## config.mk

```make
export PLATFORM = sky130hd
export DESIGN_NAME = cheri_dec_ex_pipe
export DESIGN_NICKNAME = d
export VERILOG_FILES = /design/src/rtl/cheri_dec_ex_pipe.sv
export SDC_FILE = /design/constraint.sdc
export NUM_CORES = 1
export LEC_CHECK = 0
export ABC_AREA = 0
export BUFFER_PORTS_ARGS = -buffer_cell sky130_fd_sc_hd__clkbuf_2
export CAP_MARGIN = 20
export CORE_ASPECT_RATIO = 0.75
export CORE_UTILIZATION = 32
export CTS_CLUSTER_DIAMETER = 150
export DETAILED_ROUTE_END_ITERATION = 10
export PLACE_DENSITY = 0.68
export REMOVE_ABC_BUFFERS = 1
export SLEW_MARGIN = 5
export SYNTH_ARGS = -nofsm -noshare
export SYNTH_HDL_FRONTEND = slang
export SYNTH_SLANG_ARGS = --single-unit
```

## constraint.sdc

```tcl
create_clock -name clk_i -period 3.7 [get_ports clk_i]
set_clock_uncertainty 0.1 [all_clocks]
set_input_delay 0.185 -clock clk_i [delete_from_list [all_inputs] [get_ports clk_i]]
set_output_delay 0.185 -clock clk_i [all_outputs]
set_load 0.03 [all_outputs]
```

## src/rtl/cheri_dec_ex_pipe.sv

```systemverilog
// -----------------------------------------------------------------------------
// cheri_dec_ex_pipe
//
// Pipeline register between the CHERI decoder and the CHERI execute unit.
// Captures one decoded bundle and presents it to execute over valid/ready.
// A multicycle entry (SetBounds/CRRL/CRAM, CLC) is shown for MC_CYCLES beats
// before it retires. flush_i kills everything held and drops the bundle
// offered in the same cycle.
//
// Build option:
//   CHERI_DECPIPE_SKID_EN  defined   : one skid entry; in_ready_o is registered
//                          undefined : no skid; in_ready_o depends on ex_ready_i
//
// Parameters:
//   OPDW       width of the one-hot operator vector
//   MC_CYCLES  beats per multicycle entry (2..4)
//
// Ports:
//   clk_i, rst_i            clock, synchronous active-high reset
//   flush_i                 kill held entries and the offered bundle
//   in_valid_i/in_ready_o   decoder-side handshake
//   in_operator_i, in_legal_i, in_multicycle_i, in_imm12_i, in_imm20_i,
//   in_imm21_i, in_cs2_i, in_pc_i            decoded bundle
//   ex_valid_o/ex_ready_i   execute-side beat handshake
//   ex_operator_o, ex_imm12_o, ex_imm20_o, ex_imm21_o, ex_cs2_o, ex_pc_o
//                           registered payload, zero while ex_valid_o=0
//   ex_illegal_o            entry decoded illegal (operator forced to zero)
//   ex_first_o, ex_last_o   beat 0 / final beat of the current entry
// -----------------------------------------------------------------------------
module cheri_dec_ex_pipe #(
  parameter int OPDW      = 16,
  parameter int MC_CYCLES = 2
) (
  input  logic            clk_i,
  input  logic            rst_i,
  input  logic            flush_i,

  input  logic            in_valid_i,
  output logic            in_ready_o,
  input  logic [OPDW-1:0] in_operator_i,
  input  logic            in_legal_i,
  input  logic            in_multicycle_i,
  input  logic [11:0]     in_imm12_i,
  input  logic [19:0]     in_imm20_i,
  input  logic [20:0]     in_imm21_i,
  input  logic [4:0]      in_cs2_i,
  input  logic [31:0]     in_pc_i,

  output logic            ex_valid_o,
  input  logic            ex_ready_i,
  output logic [OPDW-1:0] ex_operator_o,
  output logic [11:0]     ex_imm12_o,
  output logic [19:0]     ex_imm20_o,
  output logic [20:0]     ex_imm21_o,
  output logic [4:0]      ex_cs2_o,
  output logic [31:0]     ex_pc_o,
  output logic            ex_illegal_o,
  output logic            ex_first_o,
  output logic            ex_last_o
);

  localparam logic [1:0] LAST_BEAT = 2'(MC_CYCLES - 1);

  typedef struct packed {
    logic [OPDW-1:0] op;
    logic [11:0]     imm12;
    logic [19:0]     imm20;
    logic [20:0]     imm21;
    logic [4:0]      cs2;
    logic [31:0]     pc;
    logic            illegal;
    logic            mc;
  } entry_t;

  // Incoming bundle, normalised: an illegal bundle carries no operator and
  // is never multicycle, so execute sees exactly one beat to trap on.
  entry_t in_entry;
  always_comb begin
    in_entry.op      = in_legal_i ? in_operator_i : '0;
    in_entry.imm12   = in_imm12_i;
    in_entry.imm20   = in_imm20_i;
    in_entry.imm21   = in_imm21_i;
    in_entry.cs2     = in_cs2_i;
    in_entry.pc      = in_pc_i;
    in_entry.illegal = ~in_legal_i;
    in_entry.mc      = in_legal_i & in_multicycle_i;
  end

  // Output entry state
  logic   out_valid_reg, out_valid_next;
  entry_t out_entry_reg, out_entry_next;
  logic [1:0] beat_reg, beat_next;

  logic last_beat;
  logic beat_hs;
  logic retire;
  logic accept;

  assign last_beat = ~out_entry_reg.mc | (beat_reg == LAST_BEAT);
  assign beat_hs   = out_valid_reg & ex_ready_i;
  assign retire    = beat_hs & last_beat;
  assign accept    = in_valid_i & in_ready_o & ~flush_i;

`ifdef CHERI_DECPIPE_SKID_EN
  // Skid entry: only filled while the output entry is held, so
  // skid_valid_reg implies out_valid_reg.
  logic   skid_valid_reg, skid_valid_next;
  entry_t skid_entry_reg, skid_entry_next;

  // Ready depends only on registered state.
  assign in_ready_o = ~skid_valid_reg & ~rst_i;
`else
  // Ready looks through a retiring beat so single-beat entries stream at one
  // per cycle without a skid buffer.
  assign in_ready_o = ~rst_i & (~out_valid_reg | retire);
`endif

  always_comb begin
    out_valid_next  = out_valid_reg;
    out_entry_next  = out_entry_reg;
    beat_next       = beat_reg;
`ifdef CHERI_DECPIPE_SKID_EN
    skid_valid_next = skid_valid_reg;
    skid_entry_next = skid_entry_reg;
`endif
    if (flush_i) begin
      // Flush wins over any concurrent accept or handshake.
      out_valid_next  = 1'b0;
      beat_next       = 2'd0;
`ifdef CHERI_DECPIPE_SKID_EN
      skid_valid_next = 1'b0;
`endif
    end else begin
      if (beat_hs && !last_beat) begin
        beat_next = beat_reg + 2'd1;
      end
      if (retire) begin
        beat_next = 2'd0;
`ifdef CHERI_DECPIPE_SKID_EN
        // Skid holds the older bundle, so it goes first. in_ready_o is low
        // while skid is full, so no accept competes with this refill.
        if (skid_valid_reg) begin
          out_entry_next  = skid_entry_reg;
          skid_valid_next = 1'b0;
        end else if (accept) begin
          out_entry_next = in_entry;
        end else begin
          out_valid_next = 1'b0;
        end
`else
        if (accept) begin
          out_entry_next = in_entry;
        end else begin
          out_valid_next = 1'b0;
        end
`endif
      end else if (accept) begin
`ifdef CHERI_DECPIPE_SKID_EN
        if (out_valid_reg) begin
          skid_entry_next = in_entry;
          skid_valid_next = 1'b1;
        end else begin
          out_entry_next = in_entry;
          out_valid_next = 1'b1;
        end
`else
        out_entry_next = in_entry;
        out_valid_next = 1'b1;
`endif
      end
    end
  end

  always_ff @(posedge clk_i) begin
    if (rst_i) begin
      out_valid_reg  <= 1'b0;
      out_entry_reg  <= '0;
      beat_reg       <= 2'd0;
`ifdef CHERI_DECPIPE_SKID_EN
      skid_valid_reg <= 1'b0;
      skid_entry_reg <= '0;
`endif
    end else begin
      out_valid_reg  <= out_valid_next;
      out_entry_reg  <= out_entry_next;
      beat_reg       <= beat_next;
`ifdef CHERI_DECPIPE_SKID_EN
      skid_valid_reg <= skid_valid_next;
      skid_entry_reg <= skid_entry_next;
`endif
    end
  end

  // Payload is masked while invalid so execute never sees stale state.
  assign ex_valid_o    = out_valid_reg;
  assign ex_operator_o = out_valid_reg ? out_entry_reg.op    : '0;
  assign ex_imm12_o    = out_valid_reg ? out_entry_reg.imm12 : '0;
  assign ex_imm20_o    = out_valid_reg ? out_entry_reg.imm20 : '0;
  assign ex_imm21_o    = out_valid_reg ? out_entry_reg.imm21 : '0;
  assign ex_cs2_o      = out_valid_reg ? out_entry_reg.cs2   : '0;
  assign ex_pc_o       = out_valid_reg ? out_entry_reg.pc    : '0;
  assign ex_illegal_o  = out_valid_reg & out_entry_reg.illegal;
  assign ex_first_o    = out_valid_reg & (beat_reg == 2'd0);
  assign ex_last_o     = out_valid_reg & last_beat;

endmodule

```

## After elaboration in Yosys (flattened, before gate mapping)

Index checks and enable logic that the tools add are counted.

- Bits in registers: 111
- Input bits: 113
- Output and inout bits: 111
- Logic and storage cells: 47

- Add/subtract/negate cells: 1
- Eq/ne operators: 2
- Muxes and demuxes: 10
- Bitwise operators: 16
- Reduce and logical (&&, ||, !) cells: 8

Operator list:

| operator | number |
|---|---|
| $mux W16 | 2 |
| $mux W32 | 1 |
| $mux W21 | 1 |
| $mux W20 | 1 |
| $mux W12 | 1 |
| $and A1 B1 Y1 | 9 |
| $mux W5 | 1 |
| $not A1 Y1 | 5 |
| $reduce_and A2 Y1 | 2 |
| $mux W1 | 3 |
| $reduce_or A3 Y1 | 1 |
| $add A2 B1 Y2 const B | 1 |
| $eq A2 B1 Y1 const B | 1 |
| $logic_not A2 Y1 | 1 |
| $ne A2 B2 Y1 const B | 1 |
| $or A1 B1 Y1 | 2 |
| $reduce_bool A2 Y1 | 1 |
| $reduce_or A2 Y1 | 1 |
| $logic_and A1 B1 Y1 | 1 |
| $logic_not A1 Y1 | 1 |

## Logic depth before layout (Yosys ltp)

Gate-level depths: netlist (run 1).

- Word-level depth: 9
- Gate-level depth with buffers: 9

## Least setup slack after synthesis (run 1)

No wires, ideal clock.

- Path type: register to output
- Start: register beat_reg[0]
- End: output in_ready_o
- Arrival time: 1,405 ps
- Data required time: 3,415 ps
- Setup slack: 2,010 ps
- Cell stages (with the launch flop): 7
- Buffers on the path: 2
- Cells stage by stage: dfxtp_1 ha_1 nand2b_4 a21boi_4 buf_6 buf_4 nor2_1

- Longest elaborated chain between the ends: 5

Ends and longest elaborated chain:

| what | line | source |
|---|---|---|
| start: declaration | 92 | `logic [1:0] beat_reg, beat_next;` |
| start signal: assignment | 186 | `beat_reg <= beat_next;` |
| $eq A2 B1 Y1 | 99 | `assign last_beat = ~out_entry_reg.mc \| (beat_reg == LAST_BEAT);` |
| $or A1 B1 Y1 | 99 |  |
| $and A1 B1 Y1 | 101 | `assign retire = beat_hs & last_beat;` |
| $or A1 B1 Y1 | 115 | `assign in_ready_o = ~rst_i & (~out_valid_reg \| retire);` |
| $and A1 B1 Y1 | 115 |  |
| end: declaration | 39 | `output logic in_ready_o,` |

Every way passes these cells.

## Worst setup path after layout (run 1)

- Start: register beat_reg[0]
- End: register out_entry_reg[73] (netlist bit)

- Longest elaborated chain between the ends: 8

Ends and longest elaborated chain:

| what | line | source |
|---|---|---|
| $eq A2 B1 Y1 | 99 |  |
| $or A1 B1 Y1 | 99 |  |
| $and A1 B1 Y1 | 101 |  |
| $or A1 B1 Y1 | 115 |  |
| $and A1 B1 Y1 | 115 |  |
| $and A1 B1 Y1 (2 in series) | 102 | `assign accept = in_valid_i & in_ready_o & ~flush_i;` |
| $reduce_and A2 Y1 (no source line) | n/a |  |
| end signal: assignment | 185 | `out_entry_reg <= out_entry_next;` |
| end: declaration | 91 | `entry_t out_entry_reg, out_entry_next;` |

Every way passes these cells.
A chain may end at the register's enable or synchronous reset.

==> metrics.md, run 1 <==
| Metric | Value |
|---|---|
| Cell family with most CP delay | `compound AO/OA/AOI/OAI gates` |
| Wl on met1 | `7.140 mm` |
| ANT nets after route | `0` |
| GR Overflow Total | `0` |
| Max-cap viol count | `0` |
| Worst-margin pin slew | `1.058 ns` |
| Die area | `0.01632 mm2` |
| Met2 wire len | `7.812 mm` |
| RSZ-0062 raised after global routing | `no` |
| Finished Layout Cells | `1,121` |
| Die H | `110.9 um` |
| CP max stage delay | `0.83 ns` |
| Hpwl dp | `9.156 mm` |
| Period utilisation layout | `0.6673` |
| Max FO, Critical Path | `83` |
| Final core occ | `0.4903` |
| Insertion delay to the later sink of the worst-skew pair | `0.34 ns` |
| Layout cell share with drive strength beyond 1 | `0.2751` |
| Starting density of the core | `0.3301` |
| Worst relative slew slack | `0.2947` |
| Largest net degree at the start of global routing | `112` |
| Max layer used | `met4` |
| Synthesized area per cell | `7.966 um2` |
| Crit end category | `flip-flop` |
| Pre-Repair DR Iteration Count | `5` |
| Hold Crit Class | `in2reg` |
| Final WL | `16.49 mm` |
| CTS tree | `built` |
| VDD IR max | `0.2294 mV` |
| Crit-path cells | `ha_1 > nand2b_4 > a21bo_4 > buf_4 > nand3_1 > a21oi_1` |
| Hold_ws | `0.01325 ns` |
| Vias after detailed routing | `5,638` |
| WS Path Type | `reg2reg` |
| Worst EP arrival | `2.63 ns` |
| Root buffer cell | `clkbuf_16` |
| Final Slew Violations | `0` |
| Clock buffer depth | `2` |
| Filler cell count | `1,462` |
| Max reg flops | `108` |
| Total Routing Usage GR | `0.1968` |
| Multi-input gate area | `0.002464 mm2` |
| Met3 wire len | `1.324 mm` |
| Sequential element share of the synthesized area | `0.4393` |
| CTS Buf Count | `9` |
| Status | `complete, no violations` |
| Port Buf Inserts | `223` |
| Post-CTS setup buffers | `0` |
| # IOs | `224` |
| Drt initial violations | `327` |
| Leakage | `0.003137 uW` |
| Slowest CP cell | `a21bo_4` |
| Synthesis Warnings | `0` |
| Setup TNS | `0 ns` |
| CP bufs+invs | `1` |
| Core area | `0.01532 mm2` |
| Yosys cell types | `24` |
| First-pass GRT wire length | `26.49 mm` |
| Cell Area, Synth | `0.005059 mm2` |
| Fin. Hold Viols | `0` |
| Wire per inst | `14.71 um` |
| Clock net sink count | `111` |
| Synthesis-to-finish area growth | `48.50%` |
| Fin crit period | `2.469 ns` |
| DR DRC count | `0` |
| Final Instance Area | `0.007512 mm2` |
| Nets | `1,026` |
| Vias per cell | `5.029` |
| Flops & latches, synth | `111` |
| Setup violations, final | `0` |
| Routability Congestion | `0.7862` |
| Post-Syn Instances | `635` |
| Critical Path Source Type | `flip-flop` |
| Cell Pwr Density | `333.7 mW/mm2` |
| Ant diodes | `0` |
| Clk slew on worst S/H paths | `0.07 ns` |
| Antenna violations before repair | `0` |
| Share of the synthesized area in the top cell type | `0.4393` |
| Placed cell count | `997` |
| Dpl cell area | `0.006138 mm2` |
| Crit path required time | `3.87 ns` |
| Top post-synthesis cells by area | `dfxtp_1 44%, and2_1 13%, a21oi_1 11%` |
| Sequential cell area | `0.002223 mm2` |
| Number of H-tree levels | `3` |
| Die X | `147.2 um` |
| Vias in the first global route | `5,351` |
| Synth area leader | `dfxtp_1` |
| Max Clk Rate | `405.0 MHz` |
| FP Rows | `39` |
==> synth_stat cells, drive strengths merged <==
cell / count
a22oi: 1
nor2: 3
nor3b: 1
nand3: 90
buf: 29
a311oi: 1
clkbuf: 44
nand4: 17
a21bo: 1
nand2b: 1
dfxtp: 111
a21oi: 109
inv: 3
nor3: 4
and2: 109
o21ai: 107
nand2: 1
a21boi: 1
ha: 2
==> kinds of logic after synthesis <==
group                      synth area share
adders and majority gates          0.004946
DFF                                  0.4393
AOI/OAI and AO/OA                    0.2226
and+or+nand+nor                      0.2582
buffers and inverters               0.07494
==> cell usage in the layout (no fill, tap or decap), drive strengths merged <==
cell         instances
clkinv               3
nand2b               1
nand4               17
a21bo                1
nand3               90
clkbuf             233
and2               109
dfxtp              111
dlygate4sd3        107
ha                   2
inv                  5
a311oi               1
o21ai              107
nor3                 4
nor2                 3
nor3b                1
a22oi                1
a21boi               1
nand2                1
a21oi              109
buf                  9
==> path summary, 6_finish.rpt <==
path	cells after the start	slack (ns)	start	end
min	3	0.01	in_operator_i[8]	out_entry_reg[100]
max reg2reg	6	1.23	beat_reg[0]	out_entry_reg[73]
min reg2reg	2	0.37	out_entry_reg[49]	out_entry_reg[49]
max	6	1.23	beat_reg[0]	out_entry_reg[73]
==> stage by stage <==
step | total power, uW | worst slack (ns)
detailed placement | 1516 | 1.241
finish | 2507 | 1.231
global route | 2628 | 1.050
global placement | 1514 | 1.331
CTS | 2537 | 1.228
floorplan | 1378 | -0.3059
==> metal layers <==
layer	up-vias	track usage
met2	255	0.3160
met1	2616	0.2612
met4	0	0.05636
met5	-	0
li1	2750	-
met3	17	0.04691
==> cell type report <==
type,instances,share of cell area
clock buffer,11,0.03231
clock inverter,5,0.005330
inverter,3,0.001499
multi-input combinational,448,0.3279
sequential,111,0.2960
tap,205,0.03414
timing repair buffer,338,0.3028
==> worst reg2reg max path, delay by kind of cell, from the launching register on <==
family,cells,cell delay (ns)
flops,1,0.39
fa+ha+maj,1,0.16
buf+inv,1,0.47
simple gates,2,0.29
compound gates,2,0.99
==> power by group <==
group / total (uW) / internal [uW] / leakage (uW) / switching [uW]
clock: 924 / 482 / 0.000140 / 442
combinational: 337 / 163 / 0.00210 / 174
sequential: 1250 / 1230 / 0.000902 / 14.8
total: 2510 / 1880 / 0.00314 / 630
==> timing repair <==
item	in CTS	in global routing
hold buffers	107	0
resized for setup	0	0
endpoints found under the hold margin	109	0
No activity file was read; power rests on OpenSTA's default activity.
==> inputs of run 2 (changes only) <==
clock period = 2.4 ns   (was 3.7 ns; I/O delays follow)
==> run 2 against run 1 <==
Against the previous run:
- die area unchanged
- cell area increased by 1.2%
- critical endpoint is now in_ready_o
- sequential share of layout area decreased by 0.37 points
- non-clock buffer count increased by 4
- global-route usage decreased by 0.33 points
- hold slack improved by 0.041 ns
- combinational power increased by 56%
- register-to-register slack got worse by 0.70 ns
- clock-buffer cell count decreased by 1
- first-iteration DRC count increased by 17%
- total power increased by 59%
==> metrics.md, run 2 (synthesis gave the netlist of run 1 again) <==
| Metric | Value |
|---|---|
| Port Buf Inserts | `223 (unchanged)` |
| Die area | `0.01632 mm2 (unchanged)` |
| Clock net sink count | `111 (unchanged)` |
| Total Routing Usage GR | `0.1935 (-0.003255)` |
| Nets | `1,030 (+0.39%)` |
| GR Overflow Total | `0 (unchanged)` |
| Synthesis-to-finish area growth | `50.36%` |
| Most frequent cells in the layout | `222 x clkbuf_2, 110 x dfxtp_1, 109 x and2_1, 109 x a21oi_1, 109 x dlygate4sd3_1` |
| Pwr Total | `3976 uW (+59%)` |
| Crit path required time | `2.18 ns (-1.69 ns)` |
| Max-cap viol count | `0 (unchanged)` |
| Vias in the first global route | `5,213 (-2.6%)` |
| Leakage | `0.003179 uW (+1.3%)` |
| Setup violations, final | `0 (unchanged)` |
| Max Clk Rate | `492.1 MHz` |
| ANT nets after route | `0 (unchanged)` |
| Commonest non-fill, non-tap cell in the layout | `clkbuf_2` |
| Status | `complete, no violations` |
| Starting density of the core | `0.3301 (unchanged)` |
| Hpwl dp | `9.146 mm (-0.11%)` |
| Pre-Repair DR Iteration Count | `5 (unchanged)` |
| CTS Buf Count | `9 (unchanged)` |
| Clk slew on worst S/H paths | `0.08 ns (about the same)` |
| Die H | `110.9 um (unchanged)` |
| Layout cell share with drive strength beyond 1 | `0.2764 (+0.001278)` |
| Root buffer cell | `clkbuf_16` |
| Die X | `147.2 um (unchanged)` |
| Setup TNS | `0 ns (unchanged)` |
| Crit end category | `output pin` |
| Wire per inst | `14.41 um (-2.0%)` |
| Max reg flops | `108 (unchanged)` |
| Insertion delay to the later sink of the worst-skew pair | `0.34 ns (about the same)` |
| Fin. Hold Viols | `0 (unchanged)` |
| Dpl cell area | `0.006211 mm2 (+1.2%)` |
| Final Instance Area | `0.007606 mm2 (+1.2%)` |
| First-pass GRT wire length | `26.19 mm (-1.1%)` |
| Clock buffer depth | `2 (unchanged)` |
| Max FO, Critical Path | `79 (-4.8%)` |
| # IOs | `224 (unchanged)` |
| Cell Pwr Density | `522.7 mW/mm2 (+57%)` |
| Final WL | `16.20 mm (-1.8%)` |
| Ant diodes | `0 (unchanged)` |
| VDD IR max | `0.4746 mV (+110%)` |
| Number of H-tree levels | `3 (unchanged)` |
| Period utilisation layout | `0.8468` |
| Critical Path Source Type | `flip-flop` |
| Routability Congestion | `0.7856 (about the same)` |
| Final Slew Violations | `0 (unchanged)` |
| FP Rows | `39 (unchanged)` |
| Fin crit period | `2.032 ns` |
| WS Path Type | `reg2out` |
| Core area | `0.01532 mm2 (unchanged)` |
| Finished Layout Cells | `1,124 (+0.27%)` |
| CTS tree | `built` |
| Placed cell count | `1,000 (+0.30%)` |
| Post-CTS setup buffers | `0 (unchanged)` |
| DR DRC count | `0 (unchanged)` |
| Antenna violations before repair | `0 (unchanged)` |
| Vias per cell | `4.977 (-1.0%)` |
| RSZ-0062 raised after global routing | `no` |
| Hold Crit Class | `in2reg` |
| Largest net degree at the start of global routing | `110 (-1.8%)` |
| Vias after detailed routing | `5,594 (-0.78%)` |
| Drt initial violations | `381 (+17%)` |
| Worst-margin pin slew | `0.6243 ns (-0.4336 ns)` |
| Worst relative slew slack | `0.5838 (+0.2891)` |
| Worst EP arrival | `1.81 ns (-0.82 ns)` |
-- run 2: power breakdown --
part | switching, uW | internal (uW)
Combinational | 267 | 259
Sequential | 22.7 | 1900
Clock | 684 | 845
-- run 2: repair_timing --
action                                  in CTS  in global routing
hold buffers                               109                  0
gates resized for setup                      0                  0
endpoints found under the setup margin       0                  0
hold endpoints to repair                   110                  0
-- run 2: layout make-up --
cell class,count,area [um2]
Clock buffer,10,239.0
Clock inverter,5,65.06
Fill cell,1454,7716
Inverter,3,11.26
Multi-Input combinational cell,448,2464
Sequential cell,111,2223
Tap cell,205,256.5
Timing Repair Buffer,342,2347
-- run 2: per-stage QoR --
step,hold WS [ns],setup WS (ns),util
after floorplan,0.08907,-1.541,-
after CTS,0.04091,0.3226,0.4964
after global routing,0.05848,0.2242,0.4964
after global placement,0.2558,0.6019,0.4054
after detailed placement,0.2599,0.5478,0.4054
final,0.05395,0.3677,0.4964
-- run 2: worst paths after layout --
| kind | startpoint | end | slack [ns] | depth (start not counted) |
|---|---|---|---|---|
| worst max-delay path | beat_reg[1] | in_ready_o | 0.37 | 7 |
| worst min-delay path | rst_i | out_entry_reg[29] | 0.05 | 2 |
| worst max register to register | beat_reg[0] | out_entry_reg[70] | 0.53 | 6 |
| worst min register to register | out_entry_reg[69] | out_entry_reg[69] | 0.37 | 2 |
-- run 2: metal layers --
layer,vias up,part of all wire,GRT usage
li1,2757,-,-
met2,230,0.46,0.3088
met5,-,0,0
met1,2587,0.46,0.2607
met3,20,0.068,0.04568
met4,0,0.014,0.05017
-- run 2: critical path, stage by stage (launching register included) --
cell,delay [ns]
dfxtp_1,0.33
inv_1,0.06
ha_1,0.17
nand2b_4,0.17
a21boi_4,0.19
buf_12,0.28
nor2_1,0.07
clkbuf_2,0.19
==> inputs of run 3 (changes only) <==
ABC_AREA = 1   (was 0)
clock period = 2 ns   (was 2.4 ns; I/O delays follow)
==> run 3 against run 2 <==
Against the previous run:
- die area is 3.1% higher
- flip-flop and latch count stayed put
- register-to-register slack worse by 0.29 ns
- combinational power is 33% higher
- hold slack better by 0.014 ns
- via count is 4.1% higher
- core utilization is 0.17 points lower
- largest cell class is now non-clock buffers
- sequential share of layout area is 1.1 points lower
- clock power is 12% higher
- sequential power is 21% higher
- first-iteration DRC count is 21% lower
==> metrics.md, run 3 <==
| Metric | Value |
|---|---|
| Status | `complete, no violations` |
| Count leader, synth | `nand2_1` |
| Max-cap viol count | `0 (unchanged)` |
| Synthesis-to-finish area growth | `51.43%` |
| VDD IR max | `0.3488 mV (-26%)` |
| Insertion delay to the later sink of the worst-skew pair | `0.35 ns (about the same)` |
| P_sw | `1224 uW (+26%)` |
| Final Slew Violations | `0 (unchanged)` |
| Synth area leader | `dfxtp_1` |
| Most used DFF post-synth | `dfxtp_1` |
| Die area | `0.01682 mm2 (+3.1%)` |
| Leakage | `0.004269 uW (+34%)` |
| Largest net degree at the start of global routing | `67 (-39%)` |
| Yosys cell types | `20 (-17%)` |
| Cell Area, Synth | `0.005216 mm2 (+3.1%)` |
| Setup ws final | `0.2389 ns (-0.1288 ns)` |
| Max reg flops | `108 (unchanged)` |
| CP max stage delay | `0.56 ns (+0.23 ns)` |
| # IOs | `224 (unchanged)` |
| Final WL | `15.82 mm (-2.3%)` |
| Commonest non-fill, non-tap cell in the layout | `nand2_1` |
| Post-Syn Instances | `790 (+24%)` |
| Root buffer cell | `clkbuf_16` |
| Post-CTS setup buffers | `0 (unchanged)` |
| Reg power frac | `0.491 (+0.008)` |
| Die H | `112.6 um (+1.5%)` |
| Share of the synthesized area in the top cell type | `0.4260 (-0.01328)` |
| Pre-Repair DR Iteration Count | `6 (+1)` |
| Final core occ | `0.4947 (-0.001658)` |
| Die X | `149.4 um (+1.5%)` |
| Sequential element share of the synthesized area | `0.4260 (-0.01328)` |
| Starting density of the core | `0.3267 (-0.003424)` |
| Clock net sink count | `111 (unchanged)` |
| Layout cell share with drive strength beyond 1 | `0.2544 (-0.02203)` |
| Clock buffer depth | `2 (unchanged)` |
| Cell internal pwr | `3511 uW (+17%)` |
| Worst relative slew slack | `0.5063 (-0.07749)` |
| Async SR Flop Fraction | `0 (unchanged)` |
| Period utilisation layout | `0.8806` |
| CTS tree | `built` |
| First-pass GRT wire length | `25.31 mm (-3.3%)` |
| Number of H-tree levels | `3 (unchanged)` |
| Vias after detailed routing | `5,825 (+4.1%)` |
| Synthesis Warnings | `0 (unchanged)` |
| Synth cell count leaders | `253 x nand2_1, 130 x inv_1, 111 x dfxtp_1` |
| Ant diodes | `0 (unchanged)` |
| Worst EP arrival | `1.87 ns (+0.06 ns)` |
| Slowest CP cell | `dlygate4sd3_1` |
| Drt initial violations | `302 (-21%)` |
| Core area | `0.01597 mm2 (+4.2%)` |
| Critical Path Source Type | `input port` |
| Crit end category | `flip-flop` |
| Max Clk Rate | `567.8 MHz` |
| WS Path Type | `in2reg` |
| DR DRC count | `0 (unchanged)` |
| Flops & latches, synth | `111 (unchanged)` |
| Hold-fix buffers, CTS | `110 (+0.92%)` |
| GR Overflow Total | `0 (unchanged)` |
| Post-cts repair resize count | `0 (unchanged)` |
| Antenna violations before repair | `0 (unchanged)` |
| Total Routing Usage GR | `0.1865 (-0.007032)` |
| Hold Crit Class | `in2reg` |
| CTS Buf Count | `9 (unchanged)` |
| Clock power share | `0.360 (-0.025)` |
| Routability Congestion | `0.7825 (-0.39%)` |
| Worst-margin pin slew | `0.7405 ns (+0.1162 ns)` |
| Vias per cell | `4.484 (-9.9%)` |
| Net Sw Frac | `0.2584 (+0.01342)` |
| Combinational fraction of design power | `0.148 (+0.016)` |
| Setup TNS | `0 ns (unchanged)` |
| Nets | `1,200 (+17%)` |
| CP bufs+invs | `4 (+1)` |
| Post-synth EDFFs | `0 (unchanged)` |
| ANT nets after route | `0 (unchanged)` |
| Wire per inst | `12.18 um (-15%)` |
| Crit-path cells | `dlygate4sd3_1 > buf_4 > inv_2 > nand2_2 > nor2_4 > nand2_4 > buf_12 > nand2_1 > a21oi_1` |
| Hpwl dp | `9.317 mm (+1.9%)` |
| FP Rows | `40 (+2.6%)` |
| Setup violations, final | `0 (unchanged)` |
| Pre-CTS setup slack | `0.2829 ns (-0.2649 ns)` |
| Cell Pwr Density | `599.4 mW/mm2 (+15%)` |
| Synthesized area per cell | `6.603 um2 (-17%)` |
| Fin. Hold Viols | `0 (unchanged)` |
| Port Buf Inserts | `223 (unchanged)` |
| Most frequent cells in the layout | `252 x nand2_1, 222 x clkbuf_2, 130 x inv_1` |
| Fin crit period | `1.761 ns` |
| Max FO, Critical Path | `62 (-22%)` |
| Crit path required time | `2.10 ns (-0.08 ns)` |
| Hold_ws | `0.06771 ns (+0.01376 ns)` |
| Vias in the first global route | `5,430 (+4.2%)` |
| Clk slew on worst S/H paths | `0.07 ns (about the same)` |
| Top post-synthesis cells by area | `dfxtp_1 43%, nand2_1 18%, nand3_1 9.5%` |
| Cell family with most CP delay | `buffers and inverters` |
| RSZ-0062 raised after global routing | `no` |
-- run 3: power groups by stage --
stage	logic, uW	registers (uW)	clock network [uW]
after global routing	766	2340	1870
after global placement	521	2380	0
after floorplan	240	2390	0
final	701	2330	1710
after CTS	697	2330	1770
after detailed placement	526	2380	0
-- run 3: cell type report --
type	instances	area, um2
Multi-Input combinational cell	485	2215
Sequential cell	111	2226
Clock buffer	11	242.7
Clock inverter	4	31.28
Fill cell	1538	8066
Tap cell	210	262.8
Timing Repair Buffer	345	2422
Inverter	133	499.2
-- run 3: routing by layer --
metal,track usage,routed length (um)
met4,0.06122,207
met5,0,0
met2,0.3111,7186
met1,0.2298,7221
met3,0.05244,1207
-- run 3: worst paths after layout --
kind | from | endpoint | depth (start not counted) | slack, ns
max reg2reg | beat_reg[1] | ex_valid_o | 8 | 0.24
min | ex_ready_i | beat_reg[0] | 4 | 0.07
max | rst_i | out_entry_reg[80] | 9 | 0.24
min reg2reg | out_entry_reg[9] | out_entry_reg[9] | 2 | 0.36
-- run 3: per-stage QoR --
step                      cells  area (um2)  power [uW]
after global routing       1299        7899        4967
final                      1299        7899        4735
after detailed placement   1174        6524        2903
after CTS                  1299        7899        4788
after global placement     1174        6524        2898
after floorplan             729        4923        2627
-- run 3: cells by family after synthesis --
| family | after synthesis | synth area share |
|---|---|---|
| compound gates | 96 | 0.09978 |
| xor+xnor | 1 | 0.001679 |
| fa+ha+maj | 2 | 0.004797 |
| buf+inv | 194 | 0.1518 |
| flops | 111 | 0.4260 |
| simple gates | 386 | 0.3159 |
-- run 3: worst register-to-register path, stage by stage (launching register included) --
cell and delay (ns):
dfxtp_1 0.31, inv_1 0.06, ha_1 0.19, inv_1 0.06
nand2_1 0.04, nand2_1 0.13, nand2_4 0.11, a21oi_1 0.14
dlygate4sd3_1 0.56
